**src/rtl/vga_fb_fetch_arb.sv**
```systemverilog
// vga_fb_fetch_arb: shares the single-port CPU data RAM between the CPU and a
// once-per-frame fetch of the two VGA display words. The CPU has priority.
// Each VGA read is forced after MAX_WAIT denied cycles, so a fetch always finishes.
// Both display words are committed on the same edge, so a frame never shows
// one old word next to one new word.
//
// Port handshake: a CPU access is taken in any cycle where cpu_req=1 and
// cpu_stall=0. While cpu_stall=1, the CPU holds cpu_we/cpu_addr/cpu_wdata
// stable. Read data returns on cpu_rdata one cycle after the access is taken.
module vga_fb_fetch_arb #(
    parameter logic [31:0] FB_ADDR  = 32'h0000_1000,
    parameter int unsigned MAX_WAIT = 15
) (
    input  logic        clk,
    input  logic        rst,
    input  logic        frame_start,
    input  logic        cpu_req,
    input  logic        cpu_we,
    input  logic [31:0] cpu_addr,
    input  logic [31:0] cpu_wdata,
    output logic        cpu_stall,
    output logic [31:0] cpu_rdata,
    output logic        mem_en,
    output logic        mem_we,
    output logic [31:0] mem_addr,
    output logic [31:0] mem_wdata,
    input  logic [31:0] mem_rdata,
    output logic [31:0] ram_data_1,
    output logic [31:0] ram_data_2,
    output logic        fetch_busy,
    output logic        frame_miss
);

    typedef enum logic [2:0] {
        IDLE   = 3'd0,
        RD1    = 3'd1,
        CAP1   = 3'd2,
        RD2    = 3'd3,
        CAP2   = 3'd4,
        COMMIT = 3'd5
    } state_t;

    localparam logic [7:0] MAX_WAIT_C = 8'(MAX_WAIT);

    state_t      state;
    logic [7:0]  wait_cnt;
    logic [31:0] shadow1;
    logic [31:0] shadow2;
    logic        in_rd;
    logic        vga_gnt;
    logic [31:0] vga_addr;

    // The VGA read wins a read slot when the CPU is quiet or has starved it long enough.
    assign in_rd    = (state == RD1) || (state == RD2);
    assign vga_gnt  = in_rd && (!cpu_req || (wait_cnt == MAX_WAIT_C));
    assign vga_addr = (state == RD2) ? (FB_ADDR + 32'd4) : FB_ADDR;

    // The RAM returns data straight to the CPU; the CPU read latency is never changed.
    assign cpu_rdata  = mem_rdata;
    assign fetch_busy = (state != IDLE);

    // Combinational RAM port mux: the CPU owns the port unless the VGA read is granted.
    always_comb begin
        mem_en    = cpu_req;
        mem_we    = cpu_we;
        mem_addr  = cpu_addr;
        mem_wdata = cpu_wdata;
        cpu_stall = 1'b0;
        if (vga_gnt) begin
            mem_en    = 1'b1;
            mem_we    = 1'b0;
            mem_addr  = vga_addr;
            mem_wdata = '0;
            cpu_stall = cpu_req;
        end
    end

    // Fetch FSM with registered shadow capture, atomic commit, and the miss pulse.
    always_ff @(posedge clk) begin
        if (rst) begin
            state      <= IDLE;
            wait_cnt   <= '0;
            shadow1    <= '0;
            shadow2    <= '0;
            ram_data_1 <= '0;
            ram_data_2 <= '0;
            frame_miss <= 1'b0;
        end else begin
            frame_miss <= frame_start && (state != IDLE);
            case (state)
                IDLE: begin
                    if (frame_start) begin
                        state    <= RD1;
                        wait_cnt <= '0;
                    end
                end
                RD1: begin
                    if (vga_gnt) begin
                        state <= CAP1;
                    end else if (wait_cnt != 8'hFF) begin
                        wait_cnt <= wait_cnt + 8'd1;
                    end
                end
                CAP1: begin
                    shadow1  <= mem_rdata;
                    state    <= RD2;
                    wait_cnt <= '0;
                end
                RD2: begin
                    if (vga_gnt) begin
                        state <= CAP2;
                    end else if (wait_cnt != 8'hFF) begin
                        wait_cnt <= wait_cnt + 8'd1;
                    end
                end
                CAP2: begin
                    shadow2 <= mem_rdata;
                    state   <= COMMIT;
                end
                COMMIT: begin
                    ram_data_1 <= shadow1;
                    ram_data_2 <= shadow2;
                    state      <= IDLE;
                end
                default: begin
                    state <= IDLE;
                end
            endcase
        end
    end

endmodule

```
**config.mk**
```make
export PLATFORM = sky130hd
export DESIGN_NAME = vga_fb_fetch_arb
export DESIGN_NICKNAME = d
export VERILOG_FILES = /design/src/rtl/vga_fb_fetch_arb.sv
export SDC_FILE = /design/constraint.sdc
export NUM_CORES = 1
export LEC_CHECK = 0
export ABC_AREA = 1
export CORE_ASPECT_RATIO = 2
export CORE_MARGIN = 2
export CORE_UTILIZATION = 40
export CTS_CLUSTER_SIZE = 12
export DETAILED_ROUTE_END_ITERATION = 8
export PLACE_DENSITY = 0.77
export SLEW_MARGIN = 30
export SYNTH_ARGS = -nofsm -noshare
export SYNTH_HDL_FRONTEND = slang
export SYNTH_SLANG_ARGS = --single-unit
```
**constraint.sdc**
```tcl
create_clock -name clk -period 1.95 [get_ports clk]
set_clock_uncertainty 0.05 [all_clocks]
set_input_delay 0.195 -clock clk [delete_from_list [all_inputs] [get_ports clk]]
set_output_delay 0.195 -clock clk [all_outputs]
set_load 0.02 [all_outputs]
```
; ---- Word level (Yosys, flattened, before mapping)
; Cells that the tools add are included.
[totals]
regBits = 140
out_inout_bits = 165
elab_cells = 45
inputBits = 101
[classes]
n_mux = 14
addsub = 1
eq_ne = 12
reduce_logical = 11
[ops]
columns = cell, n
row1 = $mux 32, 2
row2 = $mux 8, 3
row3 = $pmux 8 s3, 1
row4 = $pmux 3 s5, 1
row5 = $mux 3, 4
row6 = $add 8x1->8 const B, 1
row7 = $eq 8x4->1 const B, 1
row8 = $ne 2x2->1 const B, 4
row9 = $ne 8x8->1 const B, 1
row10 = $eq 3x2->1 const B, 2
row11 = $eq 3x3->1 const B, 2
row12 = $reduce_bool 3->1, 2
row13 = $reduce_and 4->1, 1
row14 = $eq 3x1->1 const B, 1
row15 = $logic_not 3->1, 1
row16 = $mux 1, 3
row17 = $reduce_and 3->1, 1
row18 = $logic_and 1x1->1, 2
row19 = $logic_or 1x1->1, 2
row20 = $ne 2x1->1 const B, 1
row21 = $reduce_or 2->1, 1
row22 = $logic_not 1->1, 1

; ---- Depth between registers and ports, before layout
[depth]
ltp_word = 5
depth_mapped = 9
mapped_depth_nobuf = 9

; ---- Worst setup path after synthesis
; No wires, ideal clock.
[synth_timing]
path_kind = register -> output
startpoint = register wait_cnt[1]
endpoint = output port mem_addr[2]
path_slack_ns = 0.066
required_time_ns = 1.705
n_path_buf = 1
stages_incl_launch_ff = 7
arrival_time_ns = 1.639
path_cell_list = dfxtp_1 -> ha_1 -> nand3_1 -> o21bai_1 -> nand2_1 -> buf_2 -> o21ai_0
[synth_via]
elab_chain_len = 4
[synth_lines]
columns = element, line_no
row1 = start: declaration, 46  ; logic [7:0] wait_cnt;
row2 = start signal: assignment, 101  ; wait_cnt <= wait_cnt + 8'd1;
row3 = start signal: assignment, 113  ; wait_cnt <= wait_cnt + 8'd1;
row4 = $eq 8x4->1, 55  ; assign vga_gnt = in_rd && (!cpu_req || (wait_cnt == MAX_WAIT_C));
row5 = $logic_or 1x1->1, 55
row6 = $logic_and 1x1->1, 55
row7 = $mux 32, 69  ; if (vga_gnt) begin
row8 = end: declaration, 25  ; output logic [31:0] mem_addr,
; No other way between the ends.

; ---- Worst setup path in the final report
[layout_timing]
startpoint = register wait_cnt[0]
endpoint = output port mem_addr[9]
; Same word-level chain as after synthesis.

==> summary.txt <==
Worst-Margin Slew = 0.675 ns
placed cell area = 8620 sq um
WP data required = 1.70 ns
Cell Area, Synth = 5920 sq um
FF+latch count, synth = 140
Overflow after GRT = 0
initial antenna violation count = 0
top routing layer used = met4
CP max FO = 7
antenna violation net count after detailed routing = 0
Num CTS Buffers = 17
Reg clk slew, reported paths = 0.06 ns
max_cap viols = 0
slowest stage delay, CP = 0.35 ns
Max Root-Sink Buffers = 2
CP arrival = 1.95 ns
CP cell instances = ha_4, nand3_4, o21bai_4, nand2_2, inv_2, buf_12, buf_4, buf_8, nor2_2, buf_6
# fillers = 1162
via count = 6395
Final Core Density = 67.1%
multi-input logic area = 2590 sq um
RePlAce Congestion = 0.889
top cells by area, synth = dfxtp_1 (47%), nor2_1 (21%), o21ai_0 (9.0%)
Period minus WS final = 2.19 ns
hold depth = 3
relative slew slack = 54.9%
Max VDD drop = 0.731 mV
row count = 63
H-tree levels = 4
Final Non-Filler Cells = 1313
final hold vios = 0
Setup-failing EPs final = 66
root buf cell = clkbuf_16
Die Span Y = 176 microns
largest net degree at the start of global routing = 86
first-pass GRT wire length = 30700 microns
syn nets = 951
routed metal-1 wire length = 8280 microns
Syn Area/Cell = 6.98 sq um
First-pass DRT Iterations = 4
Placed Instances = 1259
layout cells sized above 1 = 19.3%
die area = 15900 sq um
overall power = 8.04 mW
Synth cell types = 24
post-synthesis cell count = 849
final worst slack = -0.244 ns
Tcrit/Tclk final = 112%
most common cell after layout, fill and taps aside = nor2_1
max-slew violations = 0
number of vias per cell = 4.87
HPWL Detailed = 12400 microns
# DRC = 0
FMAX = 0.456 GHz
Clock Sinks = 140
r2r worst-path depth = 12
Routed WL per cell = 15.2 microns
Die Width = 90.0 microns
port bufs = 265
global-route usage over all layers = 23.6%
failing checks = negative setup slack
ant diodes = 0
vias in the first global route = 6233
FF/Latch Area = 2810 sq um
top cell type's share of synthesized area = 47.3%
P per Cell Area = 818 nW/um^2
Initial Utilization = 40.4%
leakage power = 4.60 nW
TritonCTS clock tree = built
commonest non-fill, non-tap cells in the layout = nor2_1 (296), clkdlybuf4s50_1 (197), dfxtp_1 (138), o21ai_0 (106), inv_1 (81)
worst hold path class = primary input to flop
sequential area share after synthesis = 47.3%
startpoint class of the critical path = flop
Ys Warns = 0
Worst Setup Path Type = flop to output pin
wire length on met3 = 1450 microns
Clock Latency Late Sink = 0.41 ns
slowest CP cell = dfxtp_4
Iter 0 DRT Violations = 300
RSZ-0062 raised after global routing = yes
Std-Cell Core Area = 14700 sq um
Crit. End Element = output pin
status = complete, but fails checks
Top Ports = 266
cell taking the most area after synthesis = dfxtp_1
fin nets = 1207
Setup TNS = -8.36 ns
area growth from synthesis to layout = 66.0%
met2 WL = 9780 microns
post-route cell area = 9830 sq um
WL final = 20000 microns
==> cell type report <==
cell class	instances	share of cell area, %
Clock buffer	18	4.37
Timing Repair Buffer	317	32.5
Clock inverter	14	2.46
Sequential cell	140	28.6
Multi-Input combinational cell	541	26.3
Tap cell	195	2.48
Inverter	88	3.36
==> worst max-delay path: cells and delay by family, from the launching register on <==
| kind | cells | cell delay (ns) |
|---|---|---|
| buffers and inverters | 5 | 0.61 |
| flip-flops | 1 | 0.35 |
| AND/OR/NAND/NOR | 3 | 0.33 |
| adder cells (fa/ha/maj) | 1 | 0.16 |
| AO/OA/AOI/OAI | 1 | 0.06 |
==> path summary, 6_finish.rpt <==
kind / start / end / slack [ns]
setup / recovery: wait_cnt[0] / mem_addr[9] / -0.24
hold / removal: mem_rdata[3] / shadow1[3] / 0.38
setup reg to reg: wait_cnt[0] / wait_cnt[3] / 0.04
hold reg to reg: shadow2[12] / ram_data_2[12] / 0.42
==> layer usage <==
layer | global-route usage, % | vias to the layer above
li1 | - | 3098
met1 | 29.7 | 2979
met2 | 38.4 | 280
met3 | 7.00 | 38
met4 | 8.33 | 0
met5 | 0 | -
==> kinds of logic after synthesis <==
group                      synth area share (%)
AOI/OAI and AO/OA                          12.2
adders and majority gates                 0.211
buffers and inverters                      14.1
DFF                                        47.3
and+or+nand+nor                            26.2
==> synth_stat cells <==
library cell and count:
nor2_1 339, dfxtp_1 140, o21ai_0 107, inv_1 83
buf_4 39, nand2_1 37, clkbuf_1 26, o21ai_1 23
buf_2 9, a21oi_1 8, nand3_1 8, nand4_1 7
buf_6 6, inv_2 4, nor3_1 2, nor3_2 2
o21bai_1 2, a211oi_1 1, a21oi_2 1, clkinv_1 1
ha_1 1, nand3_2 1, nor2_4 1, or2_2 1
==> sequential cells by signal, summed over array words and instances, names as in the netlist <==
| register | count |
|---|---|
| shadow2 | 32 |
| state | 3 |
| ram_data_2 | 32 |
| shadow1 | 32 |
| ram_data_1 | 32 |
| frame_miss | 1 |
| wait_cnt | 8 |
==> report_power, final <==
part           internal (mW)  total [mW]  switching (mW)
registers               2.95        2.99          0.0473
logic                  0.690        1.41           0.724
clock network           2.40        3.63            1.23
==> what timing repair did <==
item,4_1_cts,5_1_grt
pin swaps,4,2
gates cloned,2,1
buffers inserted,14,7
hold buffers,0,0
setup endpoints to repair,68,68
resized for setup,347,121
==> per-stage QoR <==
stage / worst slack, ns / hold WS [ns]
floorplan: 0.0664 / 0.214
global placement: -0.336 / 0.408
detailed placement: -0.393 / 0.414
CTS: -0.226 / 0.353
global route: -0.297 / 0.401
finish: -0.244 / 0.383
Power figures use the tool's default switching activity.
==> variant 1 (same flow settings) <==
The parameter `MAX_WAIT` goes from 15 to 11.
--- a/src/rtl/vga_fb_fetch_arb.sv
+++ b/src/rtl/vga_fb_fetch_arb.sv
@@ -11,3 +11,3 @@
     parameter logic [31:0] FB_ADDR  = 32'h0000_1000,
-    parameter int unsigned MAX_WAIT = 15
+    parameter int unsigned MAX_WAIT = 11
 ) (
Behaviour: same outputs for any inputs over 4 cycles, from zero or initial values and one cycle with rst high; that may be too few to reach the edited logic, so the function may still have changed.
==> variant 1 against the unedited design <==
  * The run still ends with negative setup slack left
  * Cell area fell by 4.6%
  * Total power decreased by 4.4%
  * Sequential cell count unchanged
  * Setup slack gained 0.21 ns
  * Fmax rose by 10%
  * Synthesized area is 1.7% higher
  * Utilization fell by 3.8 points
  * Routed wire length rose by 4.0%
  * Critical endpoint is now mem_wdata[17]
  * Largest cell class unchanged
  * Highest routed layer unchanged
==> variant 1: results (changes against the unedited design) <==
[synth]
synth-adder-area-share_pct = 0.2076  ; -0.0036 points
netlist_instances = 850  ; +0.12%
ys_top_cells_by_area = dfxtp_1 (47%), nor2_1 (21%), o21ai_0 (5.8%)
syn-num-nets = 952  ; +0.11%

[route]
drt-pass1-iter-count = 5  ; +1
drt-initial-drc-count = 249  ; -17%
wl_met3_mm = 1.839  ; +27%
wl_per_cell_um = 15.90  ; +4.4%
routed-wl-met2_mm = 10.95  ; +12%
via_count = 6265  ; -2.0%

[place]
dp_cells = 1266  ; +0.56%
post-dp-hpwl_mm = 14.95  ; +20%
post_dp_cell_area_sq_mm = 0.008651  ; +0.36%
place_ws_ns = -0.2506  ; +0.1421 ns

[run_status]
violations = negative setup slack
status = finished with violations

[global_routing]
met1_usage_pct = 24.87  ; -4.9 points
grt_max_degree = 49  ; -43%
use_met3_pct = 7.898  ; +0.90 points
grtUsageMet2_pct = 46.74  ; +8.3 points

[min_path]
hold_path_end = frame_miss

[sta]
tns_ns = -0.1561  ; +8.206 ns
setup_viol = 13  ; -80%
fin_ws_ns = -0.03556  ; +0.2081 ns

[setup_path]
rrSetupSlack_ns = 0.25  ; +0.21 ns
r2r-start = state[0]
cp_slowest_cell = dfxtp_2
crit_start = wait_cnt[1]
r2r_cells = 8  ; -4
crit_path_end = mem_wdata[17]

[power]
p_switching_uw = 2051  ; +2.4%
p_int_uw = 5635  ; -6.7%

variant 1: cell types whose count changed in the layout (fill, tap and decap cells not counted), sizes merged, moves of 2 or more:
cell,before,now
buf,117,109
bufinv,6,3
clkinv,3,5
diode,0,2
nand2,37,40
nand3,9,12
nand4,7,0
nor2,340,342
nor3,4,2
variant 1: timing repair:
| action | in CTS | in global routing |
|---|---|---|
| pin swaps | 2 | 4 |
| gates cloned | 2 | 1 |
| endpoints found under the setup margin | 68 | 67 |
| gates resized for setup | 308 | 64 |
| setup buffers | 6 | 2 |
variant 1: cell type report:
type                       instances  area (sq um)
antenna                            2         5.005
clock inverter                    12         165.2
clock buffer                      18         429.2
timing repair buffer             309          2973
multi-input combinational        544          2414
sequential                       140          2806
fill                            1316          5443
tap                              195         244.0
inverter                          87         340.3
variant 1: cells by family after synthesis:
group / Yosys count
simple gates: 399
compound gates: 144
flops: 140
fa+ha+maj: 1
buf+inv: 166
==> variant 2 (same settings) <==
Made on the original files. Make the reset (`rst`) asynchronous in one clocked block.
--- a/src/rtl/vga_fb_fetch_arb.sv
+++ b/src/rtl/vga_fb_fetch_arb.sv
@@ -78,3 +78,3 @@
     // Fetch FSM with registered shadow capture, atomic commit, and the miss pulse.
-    always_ff @(posedge clk) begin
+    always_ff @(posedge clk or posedge rst) begin
         if (rst) begin
Function: differs if rst is asserted again (counterexample within 4 cycles, from zero or initial values and one cycle with rst high); with rst held inactive, the same outputs for 4 cycles.
==> variant 2 against the unedited design <==
  * The run still ends with negative setup slack left
  * Synthesized area up 6.5%
  * Cell area up 0.47%
  * Routed wire length down 19%
  * Utilization down 3.8 points
  * Sequential share of layout area up 6.9 points
  * Setup slack better by 0.081 ns
  * Sequential cell count unchanged
  * Highest routed layer unchanged
Power is not compared: it rests on default switching activity, and its combinational part moved more than twofold at a synthesized area within 25%.
==> variant 2: results (changes against the unedited design) <==
[run_status]
status = finished with violations
violations = negative setup slack

[synth]
async_flop_share_pct = 100.0  ; +100 points
synth-xor-area-share_pct = 0.4167  ; +0.42 points
synth-adder-area-share_pct = 0.1984  ; -0.013 points
ys_top_cells_by_area = dfrtp_1 (56%), mux2_2 (11%), inv_1 (6.7%)
synth_common_cells = dfrtp_1 (140), inv_1 (113), nand2_1 (99)
synth_mux_area_share_pct = 11.43  ; +11 points
synth_compound_area_share_pct = 6.151  ; -6.0 points
syn-num-nets = 754  ; -21%
ys_types = 23  ; -4.2%
seq_area_frac_synth_pct = 55.56  ; +8.2 points
postSynthAreaPerCell_sq_um = 9.672  ; +39%

[final_layout]
multi_input_gates = 337  ; -38%
multi_input_area_sq_mm = 0.002116  ; -18%
syn2layout_area_growth_pct = 56.63
final_nets = 1023  ; -15%
n_all_buffers = 310  ; -2.2%
dominant_cells = sequential cells
clkbuf_count = 20  ; +2
clock_tree_area_fraction_pct = 5.764  ; -1.1 points
nonClkBufAreaFrac_pct = 30.34  ; -2.1 points
nNonClkInverters = 115  ; +31%
drive_gt1_share_pct = 27.19  ; +7.9 points
sh_seq_area_pct = 35.47  ; +6.9 points
fillers = 1250  ; +7.6%

[cts]
clkLatencyLatePin_ns = 0.41  ; about the same
cts_buffers = 17  ; unchanged

[route]
wl_per_cell_um = 14.25  ; -6.4%
wirelength_mm = 16.17  ; -19%
vias_per_cell = 4.589  ; -5.8%
drt-initial-drc-count = 171  ; -43%

[global_routing]
grt_pass1_vias = 5272  ; -15%
antenna_found_initial = 0  ; unchanged
grt_pass1_wl_mm = 26.04  ; -15%
met1_usage_pct = 24.60  ; -5.1 points
grtUsageMet2_pct = 30.55  ; -7.9 points
use_met3_pct = 7.054  ; +0.054 points
grt_max_degree = 74  ; -14%
track_usage_pct = 19.20  ; -4.4 points

[setup_path]
r2r-start = wait_cnt[1]
rrSetupSlack_ns = 0.27  ; +0.23 ns
cp_slowest_cell = dfrtp_1
r2r_cells = 10  ; -2
critPathArrivalTime_ns = 1.87  ; -0.08 ns
cp_top_family = buffers and inverters
max_stage_delay_ns = 0.39  ; +0.04 ns
r2r-end = wait_cnt[5]

[place]
dp_cells = 1088  ; -14%
post-dp-hpwl_mm = 11.01  ; -12%
gp_congestion = 0.7962  ; -10%

[sta]
setup_viol = 66  ; unchanged
fin_ws_ns = -0.1622  ; +0.08146 ns
slew_headroom_pct = 57.40  ; +2.5 points

[min_path]
hold_class = input pin to async pin

[power]
worst_ir_drop_vdd_v = 0.0008980
p_switching_uw = 5650

## variant 2: cell count changes after synthesis, sizes merged, moves of 6 or more
cell	delta
nor2	-269
dfrtp	+140
dfxtp	-140
nand2	+65
mux2	+64
o21ai	-60
inv	+28
clkbuf	-18
nand3	+9
a21oi	-6
## variant 2: through the flow
stage	power (uW)	worst slack, ns	TNS (ns)	hold WS (ns)	instance area [sq um]
2_1_floorplan	8753	-0.04410	-6.173	0.2706	6310
3_3_place_gp	11720	-0.1346	-6.402	0.4121	9075
3_5_place_dp	11940	-0.1903	-8.788	0.4195	9075
4_1_cts	15060	-0.1802	-6.957	0.2594	9517
5_1_grt	16320	-0.2521	-12.91	0.2513	9877
6_report	15340	-0.1622	-6.485	0.2387	9877
## variant 2: per-layer routing
layer / part of all wire [%] / vias up / wire (um)
li1: - / 2528 / -
met1: 42 / 2455 / 6727
met2: 48 / 206 / 7800
met3: 8.6 / 20 / 1399
met4: 1.5 / 0 / 247
met5: 0 / - / 0
## variant 2: worst max-delay path by stage
| stage | start | endpoint | slack (ns) | depth (start not counted) |
|---|---|---|---|---|
| 6_report | wait_cnt[1] | mem_addr[12] | -0.16 | 8 |
| 3_3_place_gp | wait_cnt[0] | mem_wdata[1] | -0.13 | 8 |
| 2_1_floorplan | rst | frame_miss | -0.04 | 1 |
| 5_1_grt | wait_cnt[1] | mem_addr[9] | -0.25 | 8 |
| 4_1_cts | wait_cnt[6] | mem_addr[28] | -0.18 | 9 |
| 3_5_place_dp | wait_cnt[0] | mem_wdata[11] | -0.19 | 8 |
## variant 2: repair_timing
| item | in CTS | in global routing |
|---|---|---|
| endpoints found under the setup margin | 68 | 68 |
| pin swaps | 2 | 7 |
| resized for setup | 304 | 99 |
| gates cloned | 2 | 1 |
| setup buffers | 7 | 7 |
